**src/rtl/dir_ctrl_pkg.sv**
```systemverilog
// Shared types and default speed magnitudes for the differential drive decoder.
package dir_ctrl_pkg;

    typedef struct packed {
        logic       dir;
        logic [1:0] speed;
    } dir_cmd_t;

    typedef enum logic [1:0] {
        SPD_STOP,
        SPD_L1,
        SPD_L2,
        SPD_L3
    } speed_e;

    localparam logic [15:0] SPEED_L1_DEF = 16'd102;
    localparam logic [15:0] SPEED_L2_DEF = 16'd218;
    localparam logic [15:0] SPEED_L3_DEF = 16'd402;

    // Wraps modulo 2^16, so zero maps back to zero.
    function automatic logic [15:0] neg16(input logic [15:0] v);
        return ~v + 16'd1;
    endfunction

endpackage

```
**src/rtl/dir_speed_lut.sv**
```systemverilog
// Combinational speed level to unsigned magnitude lookup.
module dir_speed_lut
    import dir_ctrl_pkg::*;
#(
    parameter int unsigned           WIDTH    = 16,
    parameter logic [WIDTH-1:0]      SPEED_L1 = WIDTH'(SPEED_L1_DEF),
    parameter logic [WIDTH-1:0]      SPEED_L2 = WIDTH'(SPEED_L2_DEF),
    parameter logic [WIDTH-1:0]      SPEED_L3 = WIDTH'(SPEED_L3_DEF)
) (
    input  speed_e           speed_i,
    output logic [WIDTH-1:0] mag_o
);

    always_comb begin
        mag_o = '0;
        unique case (speed_i)
            SPD_STOP: mag_o = '0;
            SPD_L1:   mag_o = SPEED_L1;
            SPD_L2:   mag_o = SPEED_L2;
            SPD_L3:   mag_o = SPEED_L3;
            default:  mag_o = '0;
        endcase
    end

endmodule

```
**src/rtl/dir_ctrl.sv**
```systemverilog
// Tank-style drive decoder: command to a pair of equal and opposite registered setpoints.
module dir_ctrl
    import dir_ctrl_pkg::*;
#(
    parameter int unsigned      WIDTH    = 16,
    parameter logic [WIDTH-1:0] SPEED_L1 = WIDTH'(SPEED_L1_DEF),
    parameter logic [WIDTH-1:0] SPEED_L2 = WIDTH'(SPEED_L2_DEF),
    parameter logic [WIDTH-1:0] SPEED_L3 = WIDTH'(SPEED_L3_DEF)
) (
    input  logic             clk,
    input  logic             resetn,
    input  logic [2:0]       cmds,
    output logic [WIDTH-1:0] left_frwd,
    output logic [WIDTH-1:0] right_back
);

    dir_cmd_t         cmd;
    logic [WIDTH-1:0] mag;
    logic [WIDTH-1:0] mag_neg;
    logic [WIDTH-1:0] left_d, left_q;
    logic [WIDTH-1:0] right_d, right_q;

    assign cmd = dir_cmd_t'(cmds);

    dir_speed_lut #(
        .WIDTH    (WIDTH),
        .SPEED_L1 (SPEED_L1),
        .SPEED_L2 (SPEED_L2),
        .SPEED_L3 (SPEED_L3)
    ) u_speed_lut (
        .speed_i (speed_e'(cmd.speed)),
        .mag_o   (mag)
    );

    // Two's complement at full width; a zero magnitude wraps back to zero.
    assign mag_neg = ~mag + WIDTH'(1);

    always_comb begin
        left_d  = mag_neg;
        right_d = mag;
        if (cmd.dir) begin
            left_d  = mag;
            right_d = mag_neg;
        end
    end

    // resetn is active-high despite its name.
    always_ff @(posedge clk) begin
        if (resetn) begin
            left_q  <= '0;
            right_q <= '0;
        end else begin
            left_q  <= left_d;
            right_q <= right_d;
        end
    end

    assign left_frwd  = left_q;
    assign right_back = right_q;

endmodule

```
**config.mk**
```make
export PLATFORM = sky130hd
export DESIGN_NAME = dir_ctrl
export DESIGN_NICKNAME = d
export VERILOG_FILES = /design/src/rtl/dir_ctrl_pkg.sv /design/src/rtl/dir_speed_lut.sv /design/src/rtl/dir_ctrl.sv
export SDC_FILE = /design/constraint.sdc
export NUM_CORES = 1
export LEC_CHECK = 0
export CORE_MARGIN = 1
export CORE_UTILIZATION = 34
export CTS_CLUSTER_SIZE = 12
export DETAILED_ROUTE_END_ITERATION = 8
export PLACE_DENSITY = 0.84
export SYNTH_ARGS = -nofsm -noshare
export SYNTH_HDL_FRONTEND = slang
export SYNTH_SLANG_ARGS = --single-unit
```
**constraint.sdc**
```tcl
create_clock -name clk -period 1.09 [get_ports clk]
set_clock_uncertainty 0.05 [all_clocks]
set_input_delay 0.218 -clock clk [delete_from_list [all_inputs] [get_ports clk]]
set_output_delay 0.218 -clock clk [all_outputs]
set_load 0.02 [all_outputs]
```
==> impl_metrics.csv <==
group,metric,value,unit
timing,final_hold_viol_count,0,
drt,drtAntennaViolNets,0,
global_route,grt_pass1_vias,492,
worst_hold_path,hold_path.class,"input pin to flip-flop",
floorplanning,core,1940,µm²
setup_path,cp-start-kind,"flip-flop",
floorplanning,io_pins,37,
layout,drive_gt1_frac,0.571,
pwr,ir_drop,0.489,mV
global_route,grt_pass1_wl,2010,µm
pwr,totalPowerFinal,1130,µW
yosys,async_flop_share,0,
cts,ctsHtreeMaxLevel,1,
yosys,synthesis.area,701,µm²
layout,finalNetCount,118,
setup_path,max_stage_delay,0.37,ns
setup_path,worstPathCellList,"buf_2",
worst_hold_path,hp-start,"cmds[2]",
yosys,synth_top_area_cell,"dfxtp_1",
cts,cts_root_buf,"clkbuf_4",
global_route,grt_max_degree,9,
layout,regArea,268,µm²
outcome,outcome,"finished clean",
floorplanning,fp.dieH,47.4,µm
floorplanning,dieArea,2250,µm²
cts,cts_num_sinks,13,
job,drv_cap,0,
layout,synthToLayoutAreaGrowth,37.1,%
drt,initialDrtViolationCount,6,
timing,fmax,941,MHz
floorplanning,die_w,47.4,µm
layout,utilization,0.495,
setup_path,path_delay_family,"flip-flops",
placement,gp_congestion,0.755,
setup_path,critical_path_class,"flip-flop to output port",
layout,fill_cells,201,
yosys,post_synth_num_cell_types,21,
global_route,antenna_found_initial,0,
layout,multi_input_area,322,µm²
placement,placed_cells,128,
yosys,synthFlopType,"dfxtp_1",
timing,postLayoutSetupSlackWorst,0.0269,ns
yosys,yosys-top-cells-area,"dfxtp_1 37%, buf_4 20%, ha_1 13%",
floorplanning,fp-row-count,16,
placement,portBuffers,34,
drt,drtPass1Iterations,2,
drt,num_vias,566,
timing,fin_crit,1.06,ns
drt,viasPerCell,4.29,
timing,holdWs,0.390,ns
yosys,synth.avg_cell_area,9.22,µm²
setup_path,slowest_stage,"dfxtp_4",
setup_path,crit_path_max_fanout,7,
timing,setup_violations,0,
layout,antenna_cells,0,
floorplanning,initial_core_util,0.361,
pwr,power_leakage,0.000501,µW
yosys,synth.top_cell.area_share,0.371,
setup_path,worstPathArrival,0.80,ns
timing,drv_slew,0,
cts,cts_tree,"built",
drt,detail_route.wl_per_cell,10.5,µm
pwr,pwr_density_cell,1170,nW/µm²
cts,path_clk_slew,0.07,ns
setup_path,crit_buf_inv,1,
yosys,ys_seq_area_frac,0.371,
cts,ctsLongestPathBuffers,2,
yosys,ys_warn_count,0,
setup_path,worstPathRequired,0.82,ns
placement,hpwl,1030,µm
placement,post-place-ws,-0.618,ns
yosys,synth_edf_count,0,
layout,stdcell_count,132,
drt,drc,0,
yosys,syn_inst,76,
cts,ctsHoldBuffers,0,
worst_hold_path,hold-path-cell-count,3,
setup_path,cp-end-kind,"output port",
cts,cts_buffers,3,
drt,finalWirelength,1390,µm
timing,fin_crit_sh,0.975,
yosys,synth_seq_cells,13,
worst_hold_path,min_to,"right_back[3]",
global_route,overflow,0,
timing,rsz0062_at_grt,"true",
global_route,grt_use_total,0.128,
-- worst max path at each step --
stage	slack (ns)	end	depth (start not counted)	startpoint
finish	0.03	left_frwd[14]	1	left_frwd[11]
floorplan	0.002	left_frwd[5]	5	cmds[1]
global route	-0.007	left_frwd[12]	1	left_frwd[11]
CTS	0.0002	right_back[2]	1	right_back[2]
global placement	-0.51	left_frwd[3]	5	cmds[0]
detailed placement	-0.62	left_frwd[3]	5	cmds[0]
-- kinds of logic (layout without fill, tap and decap cells) --
kind of cell / after synthesis / count (layout) / share of synthesized area
adders and majority gates: 7 / 7 / 0.125
buffers and inverters: 25 / 53 / 0.248
DFF: 13 / 13 / 0.371
and+or+nand+nor: 17 / 17 / 0.121
other: 1 / 2 / 0.00535
muxes: 3 / 3 / 0.0429
AOI/OAI and AO/OA: 10 / 10 / 0.0857
-- sequential cells by signal (all words and copies together) (netlist names) --
| signal | cells |
|---|---|
| right_back | 6 |
| left_frwd | 7 |
-- through the flow --
| step | cell area (µm²) | setup TNS (ns) |
|---|---|---|
| final | 961 | 0 |
| after global routing | 961 | -0.0238 |
| after CTS | 941 | 0 |
| after detailed placement | 1010 | -10.14 |
| after global placement | 1010 | -9.08 |
| after floorplan | 707 | 0 |
-- Yosys cell counts (2+ instances only) --
cell	instances
inv_1	2
dfxtp_1	13
nand2_1	2
or3_1	2
a21oi_1	4
ha_1	7
buf_4	19
o41ai_1	2
mux2i_1	3
nor2_1	7
nor3_1	2
o21ai_0	3
nand3b_1	2
-- what timing repair did --
action | in CTS | in global routing
setup buffers | 0 | 0
setup endpoints to repair | 43 | 18
pin swaps | 2 | 2
gates resized for setup | 134 | 19
-- cells in the final DEF (no fill, tap or decap) --
cell and instances:
a211oi_2 1, a21oi_1 4, and2b_2 1, buf_2 20, buf_4 22, buf_6 1
clkbuf_1 1, clkbuf_2 1, clkbuf_4 3, clkdlybuf4s50_1 1, conb_1 2, dfxtp_1 11
dfxtp_4 2, dlygate4sd2_1 1, ha_1 4, ha_2 1, ha_4 2, inv_2 3
mux2i_1 3, nand2_1 2, nand3b_1 2, nor2_1 7, nor2b_2 1, nor3_1 2
o21ai_0 3, o41ai_2 2, or3_1 2
-- final cells by class --
cell class,instances,share of cell area
clock buffer,4,0.0273
inverter,3,0.0117
multi-input combinational,39,0.335
sequential,13,0.279
tap,27,0.0352
timing repair buffer,46,0.312
-- layer usage --
layer  wire (µm)  share of wire  GRT usage  up-vias
met2         717           0.52      0.241       27
met4          21          0.015     0.0686        0
li1            -              -          -      287
met1         521           0.38      0.136      250
met3         126          0.091     0.0154        2
met5           0              0          0        -
-- power breakdown --
| part | internal [µW] | switching (µW) |
|---|---|---|
| logic | 138 | 195 |
| clock network | 141 | 134 |
| registers | 505 | 13.4 |
| total | 784 | 343 |
No activity file was read; power rests on OpenSTA's default activity.
